==> src/rtl/inst_ram_loader.sv <==
// ---------------------------------------------------------------------------
// inst_ram_loader
//
// Writer side of the 32-entry instruction RAM. A byte stream (for example from
// a UART receiver) carries a program image: one length byte N, then 4*N data
// bytes in big-endian word order. Each completed word is written to the RAM
// at byte address word_index*4. The CPU is held in reset for the duration of
// the load and released when the image is complete (or rejected).
//
// Optional feature (macro LOADER_CHECKSUM_EN): after the Nth word one more
// byte is accepted and compared against the XOR of all 4*N data bytes. A
// mismatch ends the load in the error state. Words already written are kept.
//
// Parameters:
//   DEPTH  number of instruction words in the target RAM (max image length)
//   CNT_W  width of the word counters (must hold DEPTH, at most 8)
//
// Ports:
//   clk          system clock, rising edge
//   rst          synchronous active-high reset
//   start        one-cycle pulse, begins a load from IDLE, DONE or ERR
//   byte_in      stream byte
//   byte_valid   byte_in is valid this cycle
//   byte_ready   loader accepts the byte this cycle (valid && ready = transfer)
//   we           instruction RAM write enable, one cycle per word
//   waddr        byte address of the word being written (word_index*4)
//   wdata        assembled instruction word
//   cpu_hold     holds the CPU in reset while a load is in progress
//   busy         load in progress (LEN, DATA, WRITE, CHK)
//   done         sticky: last load completed
//   err          sticky: last load rejected
//   words_loaded words written so far in the current load
// ---------------------------------------------------------------------------
module inst_ram_loader #(
  parameter int DEPTH = 32,
  parameter int CNT_W = 6
) (
  input  logic             clk,
  input  logic             rst,
  input  logic             start,
  input  logic [7:0]       byte_in,
  input  logic             byte_valid,
  output logic             byte_ready,
  output logic             we,
  output logic [31:0]      waddr,
  output logic [31:0]      wdata,
  output logic             cpu_hold,
  output logic             busy,
  output logic             done,
  output logic             err,
  output logic [CNT_W-1:0] words_loaded
);

  localparam int AW = $clog2(DEPTH);
  localparam logic [8:0] DEPTH_B = 9'(DEPTH);

  localparam logic [2:0] S_IDLE  = 3'd0;
  localparam logic [2:0] S_LEN   = 3'd1;
  localparam logic [2:0] S_DATA  = 3'd2;
  localparam logic [2:0] S_WRITE = 3'd3;
  localparam logic [2:0] S_DONE  = 3'd4;
  localparam logic [2:0] S_ERR   = 3'd5;
`ifdef LOADER_CHECKSUM_EN
  localparam logic [2:0] S_CHK   = 3'd6;
`endif

  logic [2:0]       state;
  logic [1:0]       bcnt;
  logic [CNT_W-1:0] len;
  logic [CNT_W-1:0] wl;
  logic [31:0]      word;
  logic             accept;
  logic             len_bad;
  logic [CNT_W-1:0] wl_next;
`ifdef LOADER_CHECKSUM_EN
  logic [7:0]       csum;
`endif

  assign accept  = byte_valid && byte_ready;
  assign len_bad = (byte_in == 8'd0) || ({1'b0, byte_in} > DEPTH_B);
  assign wl_next = wl + CNT_W'(1);

  // All outputs decode from registered state, so none depends combinationally
  // on the inputs. we is high for the whole WRITE cycle, which also means a
  // reset arriving during WRITE still lets that write reach the RAM.
`ifdef LOADER_CHECKSUM_EN
  assign byte_ready = (state == S_LEN) || (state == S_DATA) || (state == S_CHK);
  assign busy       = byte_ready || (state == S_WRITE);
`else
  assign byte_ready = (state == S_LEN) || (state == S_DATA);
  assign busy       = byte_ready || (state == S_WRITE);
`endif
  assign cpu_hold     = busy;
  assign we           = (state == S_WRITE);
  assign done         = (state == S_DONE);
  assign err          = (state == S_ERR);
  assign words_loaded = wl;
  assign wdata        = word;
  // Only the word-index bits are carried so the upper address bits stay zero
  // even after the counter reaches DEPTH.
  assign waddr        = {{(30-AW){1'b0}}, wl[AW-1:0], 2'b00};

  always_ff @(posedge clk) begin
    if (rst) begin
      state <= S_IDLE;
      bcnt  <= 2'd0;
      len   <= '0;
      wl    <= '0;
      word  <= 32'd0;
`ifdef LOADER_CHECKSUM_EN
      csum  <= 8'd0;
`endif
    end else begin
      case (state)
        S_IDLE, S_DONE, S_ERR: begin
          if (start) begin
            state <= S_LEN;
            bcnt  <= 2'd0;
            wl    <= '0;
`ifdef LOADER_CHECKSUM_EN
            csum  <= 8'd0;
`endif
          end
        end
        S_LEN: begin
          if (accept) begin
            if (len_bad) begin
              state <= S_ERR;
            end else begin
              len   <= CNT_W'(byte_in);
              state <= S_DATA;
            end
          end
        end
        S_DATA: begin
          if (accept) begin
            // Shifting in from the bottom leaves the first byte in [31:24].
            word <= {word[23:0], byte_in};
            bcnt <= bcnt + 2'd1;
`ifdef LOADER_CHECKSUM_EN
            csum <= csum ^ byte_in;
`endif
            if (bcnt == 2'd3) begin
              state <= S_WRITE;
            end
          end
        end
        S_WRITE: begin
          wl <= wl_next;
          if (wl_next == len) begin
`ifdef LOADER_CHECKSUM_EN
            state <= S_CHK;
`else
            state <= S_DONE;
`endif
          end else begin
            state <= S_DATA;
          end
        end
`ifdef LOADER_CHECKSUM_EN
        S_CHK: begin
          if (accept) begin
            state <= (byte_in == csum) ? S_DONE : S_ERR;
          end
        end
`endif
        default: state <= S_IDLE;
      endcase
    end
  end

endmodule

==> config.mk <==
export PLATFORM = sky130hd
export DESIGN_NAME = inst_ram_loader
export DESIGN_NICKNAME = d
export VERILOG_FILES = /design/src/rtl/inst_ram_loader.sv
export SDC_FILE = /design/constraint.sdc
export NUM_CORES = 1
export LEC_CHECK = 0
export CORE_ASPECT_RATIO = 1.75
export CORE_MARGIN = 1.5
export CORE_UTILIZATION = 39
export CTS_CLUSTER_SIZE = 24
export DETAILED_ROUTE_END_ITERATION = 6
export PLACE_DENSITY = 0.72
export RECOVER_POWER = 100
export SLEW_MARGIN = 20
export SYNTH_ARGS = -nofsm -noshare
export SYNTH_HDL_FRONTEND = slang
export SYNTH_SLANG_ARGS = --single-unit
==> constraint.sdc <==
create_clock -name clk -period 2.5 [get_ports clk]
set_input_delay 0.25 -clock clk [delete_from_list [all_inputs] [get_ports clk]]
set_output_delay 0.25 -clock clk [all_outputs]
set_load 0.005 [all_outputs]
==> summary.md <==
| Metric | Value |
|---|---|
| Crit path time final | `2.33 ns` |
| # diodes | `0` |
| Yosys reg bits | `49` |
| Commonest non-fill, non-tap cells in the layout | `nand2_1 (68), dfxtp_1 (49), dlygate4sd3_1 (49)` |
| First-pass DRT Iterations | `4` |
| Die Ht | `106 um` |
| Fmax | `429 MHz` |
| Syn_area_per_cell | `7.78 sq um` |
| Final hold viol count | `0` |
| Antenna viol nets, final | `0` |
| Vias | `2,119` |
| Setup Buffers After CTS | `0` |
| DP Area | `2870 sq um` |
| Crit Path Max Fanout | `11` |
| Routed wire length | `5.46 mm` |
| Port buffer count | `60` |
| Synth Warn # | `0` |
| Cell taking the most area after synthesis | `dfxtp_1` |
| Drt initial violations | `73` |
| CTS H-tree lvls | `2` |
| GR Overflow Total | `0` |
| TritonCTS Sinks | `49` |
| Pins Over Slew Limit | `0` |
| RSZ-0062 raised after global routing | `no` |
| RePlAce Congestion | `0.836` |
| Crit share post-route | `93.1%` |
| Largest net degree at the start of global routing | `43` |
| Worst Setup Start Kind | `register` |
| CP Class | `register to output pin` |
| Number of global-route vias before repair | `1,829` |
| Worst-path clk slew | `0.09 ns` |
| Post-route setup TNS | `0 ns` |
| Synth Cell Area | `2380 sq um` |
| CTS tree | `yes` |
| Synth top area share | `41.2%` |
| Area grow syn2layout | `24.3%` |
| Die ar. | `6600 sq um` |
| Sequential fraction of the synthesis area | `41.2%` |
| Ports | `88` |
| Maximum VDD drop | `0.501 mV` |
| Worst R2R Setup Slack | `0.53 ns` |
| CTS Buffer Depth | `2` |
| Clk_lat worst skew | `0.30 ns` |
| Total Routing Usage GR | `17.0%` |
| Vias per cell | `4.91` |
| Status | `finished clean` |
| Max transition margin | `56.0%` |
| Final net count | `367` |
| Design area | `2960 sq um` |
| Starting Density | `40.5%` |
| Final instance count without filler cells | `432` |
| Pwr dens | `499 nW/um^2` |
| First-pass GRT wire length | `8.67 mm` |
| Arr. time, crit path | `2.08 ns` |
| Lkg Pwr | `1.22 nW` |
| Post-route core utilization | `50.3%` |
| Ys async rst share | `0%` |
| Clk root buf | `clkbuf_8` |
| Synth unique cells | `42` |
| Share of layout cells above drive strength 1 | `3.39%` |
| WL/cell | `12.6 um` |
| Final HPWL DP | `3.94 mm` |
| Num rows | `37` |
| Cells after Synth | `306` |
| Synth area leaders | `dfxtp_1 (41%), nand2_1 (11%), buf_4 (10%)` |
| Number of synthesized flops with an enable pin | `0` |
| Remaining DRCs | `0` |
| Core Box Area | `5880 sq um` |
| Top_reg_cell synth | `dfxtp_1` |
| Die Span X | `62.1 um` |
| Total CTS buffers | `5` |
| Worst setup EP type | `output pin` |
| Hold Path Class | `primary input to register` |
| Max cap viols | `0` |
| Worst path required time | `2.25 ns` |
| Clock Skews | `0.00626 ns` |
| Worst-margin pin slew | `0.643 ns` |
| Endpoints failing setup | `0` |
| Commonest non-fill, non-tap cell in the layout | `nand2_1` |
| Inst Count DP | `424` |
| Initial antenna violation count | `0` |
==> critical path, stage by stage (launching register included) <==
cell and delay [ns]:
dfxtp_1 0.52, nor2b_2 0.29, nand2_1 0.22, inv_1 0.22
clkdlybuf4s50_1 0.54
==> Yosys cell counts (4+ instances only) <==
cell and n:
and3_1 4, nor2_1 23, buf_2 5, o21ai_0 8
or3_1 6, nand2_1 68, nand3_1 5, xnor2_1 6
clkbuf_1 10, dfxtp_1 49, mux2i_1 6, inv_1 6
buf_4 33, a21oi_1 42
==> metrics by stage <==
step                      hold WS (ns)  worst slack, ns  power, mW
after floorplan                  0.386            0.769      0.986
after detailed placement         0.449            0.134       1.04
after global placement           0.443            0.233       1.04
after global routing             0.230           0.0883       1.55
final                            0.236            0.171       1.48
after CTS                        0.226           0.0863       1.50
==> sequential cells by signal, indices dropped and copies added (netlist names) <==
| signal | flops |
|---|---|
| bcnt | 2 |
| len | 6 |
| state | 3 |
| wdata | 32 |
| words_loaded | 6 |
==> per-layer routing <==
layer | global-route usage [%] | vias to the layer above | part of all wire, %
li1 | - | 1050 | -
met5 | 0 | - | 0
met4 | 4.71 | 0 | 1.4
met2 | 29.2 | 64 | 54
met1 | 20.4 | 996 | 41
met3 | 3.65 | 9 | 4.5
==> final timing paths <==
check                                                  start                      endpoint  depth (start not counted)
worst max-delay path                   state[0]$_SDFFE_PP0P_                            we                          4
worst min-delay path                                     rst  words_loaded[2]$_SDFFE_PP0P_                          2
worst max register to register  words_loaded[0]$_SDFFE_PP0P_         state[2]$_SDFFE_PP0P_                          5
worst min register to register        wdata[30]$_SDFFE_PP0P_        wdata[30]$_SDFFE_PP0P_                          2
==> layout make-up <==
type / count / area [sq um]
multi-input combinational: 228 / 1160
timing repair buffer: 63 / 616
sequential: 49 / 981
clock inverter: 2 / 13.8
tap: 78 / 97.6
fill: 594 / 2920
inverter: 6 / 22.5
clock buffer: 6 / 72.6
==> power by group <==
group          leakage [nW]  internal (mW)  switching [mW]
Clock                0.0456          0.200           0.265
Combinational         0.782         0.0877           0.107
Sequential            0.395          0.792          0.0270
Total                  1.22           1.08           0.398
==> cell families (layout without fill, tap and decap cells) <==
group / Yosys count / count (layout) / synth area share [%]
adder cells (fa/ha/maj): 2 / 2 / 1.05
XOR/XNOR: 8 / 8 / 2.94
flip-flops: 49 / 49 / 41.2
AND/OR/NAND/NOR: 121 / 121 / 22.3
buffers and inverters: 55 / 77 / 14.5
multiplexers: 6 / 6 / 2.52
other: 1 / 27 / 0.157
AO/OA/AOI/OAI: 64 / 64 / 15.4
==> what timing repair did <==
| action | in CTS | in global routing |
|---|---|---|
| endpoints found under the setup margin | 0 | 1 |
| resized for setup | 0 | 1 |
| endpoints found under the hold margin | 0 | 0 |
| hold buffers | 0 | 0 |
No activity file was read; power rests on OpenSTA's default activity.
==> variant 1 (config.mk and constraints unchanged) <==
Build with the macro `LOADER_CHECKSUM_EN` defined.
--- a/src/rtl/inst_ram_loader.sv
+++ b/src/rtl/inst_ram_loader.sv
@@ -31,6 +31,8 @@
 //   err          sticky: last load rejected
 //   words_loaded words written so far in the current load
 // ---------------------------------------------------------------------------
+`define LOADER_CHECKSUM_EN
+
 module inst_ram_loader #(
   parameter int DEPTH = 32,
   parameter int CNT_W = 6
Function: changed (a bounded check fails within 10 cycles, from zero or initial values and one cycle with rst high).
==> variant 1 against the original RTL <==
Power rose by 56%. Sequential cell count rose by 8. Routed wire length rose by 21%. Synthesized area rose by 16%. Worst setup slack improved by 0.036 ns. Cell area rose by 21%. Clock power rose to 2.7 times the old value. Clock skew fell by 0.0018 ns. Critical path type unchanged. Largest power group is now clock. Highest routed layer unchanged.
==> variant 1: results <==
metrics = {
    "place": {
        "gp_congestion": 0.836,
        "io_buffer_count": 60,
        "placedInstanceArea_mm2": 0.00329,
        "hpwl_mm": 4.68,
    },
    "critical_path": {
        "crit_path_max_incr_delay_ns": 0.52,
        "crit_arrival_ns": 2.04,
        "cp_slowest_cell": "clkdlybuf4s50_1",
        "path_max_fanout": 13,
    },
    "yosys": {
        "ys_seq_area_frac": 0.413,
        "synth_top_area_frac": 0.413,
        "synthMuxAreaShare": 0.0254,
        "synth_top_cells_by_count": "nand2_1 (69), dfxtp_1 (57), a21oi_1 (54)",
        "synthXorXnorAreaFrac": 0.0349,
        "post_synth_num_cell_types": 41,
        "synth_area_leaders": "dfxtp_1 (41%), a21oi_1 (9.8%), nand2_1 (9.4%), buf_4 (9.0%), nor2_1 (3.8%)",
        "synth_fa_ha_area_frac": 0.00905,
        "synth-compound-area-share": 0.166,
        "synth-warning-count": 0,
    },
    "layout": {
        "largest_register_ffs": 32,
        "antenna_cells": 0,
        "drive_gt1_frac": 0.0659,
        "nets": 419,
    },
    "clocking": {
        "cts-root-buf": "clkbuf_16",
        "h-tree-depth": 3,
        "clock_latency_ns": 0.33,
        "clockBufferDepth": 2,
        "cts_buffers": 9,
        "clk_pin_slew_ns": 0.05,
    },
    "grt": {
        "grt_pass1_vias": 2201,
        "track_usage": 0.189,
        "grt_pass1_wl_mm": 10.6,
        "grt_max_degree": 42,
        "antenna_found_initial": 0,
    },
    "timing": {
        "relSlewSlack": 0.341,
        "clock_skew_ns": 0.00447,
    },
    "routing": {
        "vias": 2455,
        "drt_iter0_drc": 124,
        "finalWirelength_mm": 6.59,
        "dr.pass1.iters": 4,
    },
    "status": {
        "outcome": "finished clean",
    },
    "power_and_ir_drop": {
        "power_leakage_nw": 1.44,
        "ir_drop_v": 0.000491,
    },
    "worst_hold_path": {
        "hp-class": "primary input to flip-flop",
    },
}
==> variant 1: changes by cell type in the layout (fill, tap and decap cells not counted), moves of 3 or more <==
cell	unedited run	this run
clkbuf_16	0	9
nor2b_1	1	4
and3_1	4	1
a21oi_1	42	55
or2_2	0	3
dfxtp_1	49	56
xor2_1	2	5
nor2_1	23	28
o21ai_0	8	14
==> variant 1: per-layer routing <==
layer  vias up  wire length [um]  GRT usage
li1       1225                 -          -
met1      1119              2570      0.204
met2        90              3390      0.317
met3        21               307     0.0393
met4         0               329      0.137
met5         -                 0          0
==> variant 1: final cells by class <==
cell class                 instances  area [um^2]
sequential                        57         1140
timing repair buffer              67          637
multi-input combinational        261         1330
clock inverter                     4         50.0
inverter                           9         33.8
tap                               84          105
fill                             671         3290
clock buffer                      12          267
==> variant 1: what timing repair did <==
action | 4_1_cts | 5_1_grt
hold endpoints to repair | 0 | 0
buffers inserted | 0 | 0
endpoints found under the setup margin | 0 | 1
resized for setup | 0 | 2
==> variant 1: per-stage QoR <==
stage | hold WS [ns] | instances | setup slack, ns
floorplan | 0.386 | 380 | 1.03
global placement | 0.443 | 478 | 0.351
detailed placement | 0.446 | 478 | 0.342
CTS | 0.291 | 494 | 0.0678
global route | 0.317 | 494 | 0.0717
finish | 0.298 | 494 | 0.208
==> variant 1: critical path: cells and delay by family (launching register included) <==
family        cells  cell delay [ns]
buf+inv           2             0.68
flops             1             0.41
simple gates      2             0.62
==> variant 1: worst paths after layout <==
| kind | start | to | slack [ns] | cells after the start |
|---|---|---|---|---|
| setup / recovery | state[2] | we | 0.21 | 4 |
| hold / removal | rst | bcnt[1] | 0.30 | 2 |
| setup reg to reg | state[2] | words_loaded[4] | 0.45 | 6 |
| hold reg to reg | wdata[26] | wdata[26] | 0.45 | 2 |
==> variant 1: cells by family after synthesis <==
group | Yosys count
AO/OA/AOI/OAI | 81
XOR/XNOR | 11
adder cells (fa/ha/maj) | 2
buffers and inverters | 62
flip-flops | 57
multiplexers | 7
other | 1
AND/OR/NAND/NOR | 133
==> variant 1: power breakdown <==
| part | switching [mW] | leakage, nW | internal [mW] |
|---|---|---|---|
| combinational | 0.0788 | 0.834 | 0.0492 |
| sequential | 0.00972 | 0.460 | 0.916 |
| clock | 0.410 | 0.151 | 0.849 |
==> variant 2 (same flow settings) <==
Without the edit above. Register the output `err`, without a reset; this adds one clock of latency there. The other outputs are not delayed to match.
--- a/src/rtl/inst_ram_loader.sv
+++ b/src/rtl/inst_ram_loader.sv
@@ -93,7 +93,9 @@
   assign cpu_hold     = busy;
   assign we           = (state == S_WRITE);
   assign done         = (state == S_DONE);
-  assign err          = (state == S_ERR);
+  always_ff @(posedge clk) begin
+    err <= (state == S_ERR);
+  end
   assign words_loaded = wl;
   assign wdata        = word;
   // Only the word-index bits are carried so the upper address bits stay zero
Formal check against the unedited RTL: not equivalent (Yosys sat finds a counterexample within 4 cycles, from zero or initial values and one cycle with rst high).
==> variant 2 against the original RTL <==
Cell area rose by 1.1%. Synthesized area is 0.84% higher. Non-clock buffer count grew 1. Sequential cell count up 1. Worst setup slack improved by 0.092 ns. Sequential share of layout area increased by 0.31 points. Routed wire length up 0.24%. Power increased by 3.2%. Cell count is 0.46% higher. Sequential power is 2% higher. Highest routed layer unchanged.
==> variant 2: results <==
metrics = {
    "place": {
        "gp_congestion": 0.799,
        "io_buffer_count": 60,
        "dp_slack_ns": 0.149,
        "hpwl_mm": 4.05,
    },
    "grt": {
        "track_usage": 0.160,
        "grt_pass1_vias": 1847,
        "grt_use_met1": 0.177,
        "grt_use_met3": 0.0294,
        "overflow": 0,
        "use_met2": 0.302,
        "antenna_found_initial": 0,
        "grt_max_degree": 34,
        "grt_pass1_wl_mm": 8.68,
    },
    "routing": {
        "drt_iter0_drc": 70,
        "dr.pass1.iters": 4,
        "route.detailed.drc": 0,
        "vias": 2164,
        "routedWlPerCell_um": 12.6,
    },
    "clocking": {
        "post_cts_buffers": 0,
        "clk_pin_slew_ns": 0.10,
        "clock_latency_ns": 0.30,
        "h-tree-depth": 2,
        "cts_resized": 0,
        "clockBufferDepth": 2,
        "cts-root-buf": "clkbuf_8",
        "cts_buffers": 5,
    },
    "yosys": {
        "synth_top_cells_by_count": "nand2_1 (68), dfxtp_1 (50), a21oi_1 (42)",
        "async_reset_ff_frac": 0,
        "synth_ff_type": "dfxtp_1",
        "post_synth_num_cell_types": 42,
        "synth-warning-count": 0,
        "ys_seq_area_frac": 0.417,
        "synth_area_leaders": "dfxtp_1 (42%), nand2_1 (11%), buf_4 (10%), a21oi_1 (8.8%), nor2_1 (3.6%)",
    },
    "status": {
        "outcome": "finished clean",
    },
    "critical_path": {
        "critPathLaunch": "state[0]",
        "r2r_cells": 5,
        "path_max_fanout": 11,
        "r2r_end": "state[2]",
        "cp-endpoint": "we",
        "r2r_setup_slack_ns": 0.55,
        "crit_arrival_ns": 1.99,
        "rr_startpoint": "words_loaded[0]",
    },
    "layout": {
        "fillers": 646,
        "syn2layout_area_growth_pct": 24.6,
        "drive_gt1_frac": 0.0337,
        "antenna_cells": 0,
        "nets": 369,
        "largest_register_ffs": 32,
    },
    "worst_hold_path": {
        "hp-class": "primary input to flip-flop",
    },
    "power_and_ir_drop": {
        "power_leakage_nw": 1.24,
        "ir_drop_v": 0.000411,
    },
    "timing": {
        "worstMarginPinSlew_ns": 0.637,
        "clock_skew_ns": 0.00500,
        "period_minus_slack_ns": 2.24,
    },
}
## variant 2: how the worst min path moves through the flow
stage / startpoint / end / slack (ns) / cells after the start
after detailed placement: wdata[27] / wdata[27] / 0.45 / 2
after global placement: wdata[31] / wdata[31] / 0.44 / 2
after global routing: rst / words_loaded[1] / 0.42 / 2
after CTS: rst / words_loaded[1] / 0.38 / 2
after floorplan: byte_in[0] / wdata[0] / 0.39 / 2
final: rst / words_loaded[1] / 0.39 / 2
## variant 2: critical path: stages, from the launching register on
cell and delay, ns:
dfxtp_1 0.52, nor2b_1 0.35, nand2_1 0.11, inv_1 0.17, clkdlybuf4s50_1 0.53
## variant 2: layout make-up
type                       instances  area (um^2)  area share
sequential                        50         1000       0.335
clock buffer                       5         68.8      0.0230
clock inverter                     3         28.8     0.00962
tap                               78         97.6      0.0326
inverter                           6         22.5     0.00753
multi-input combinational        228         1150       0.386
timing repair buffer              64          619       0.207
## variant 2: cell families (layout without fill, tap and decap cells)
kind of cell | count (synthesis) | in the layout | synth area share
mux | 6 | 6 | 0.0250
fa+ha+maj | 2 | 2 | 0.0104
flops | 50 | 50 | 0.417
other cells | 1 | 27 | 0.00156
simple gates | 121 | 121 | 0.221
buf+inv | 55 | 78 | 0.143
xor+xnor | 8 | 8 | 0.0292
compound gates | 64 | 64 | 0.153
## variant 2: report_power, final
group	switching, mW	total [mW]	internal [mW]
registers	0.0259	0.835	0.809
clock network	0.287	0.495	0.208
logic	0.108	0.195	0.0864
total	0.421	1.52	1.10
## variant 2: metrics by stage
step	instance area (um^2)	hold WS (ns)	std cells	power [mW]	util
after CTS	3000	0.385	434	1.55	0.506
after detailed placement	2900	0.449	426	1.06	0.489
after global routing	2990	0.421	434	1.60	0.505
after global placement	2900	0.442	426	1.05	0.489
final	2990	0.390	434	1.52	0.505
after floorplan	2500	0.386	333	1.00	-
## variant 2: per-layer routing
| metal | vias to the layer above | part of all wire |
|---|---|---|
| met2 | 94 | 0.54 |
| li1 | 1064 | - |
| met1 | 999 | 0.39 |
| met4 | 0 | 0.014 |
| met5 | - | 0 |
| met3 | 7 | 0.059 |
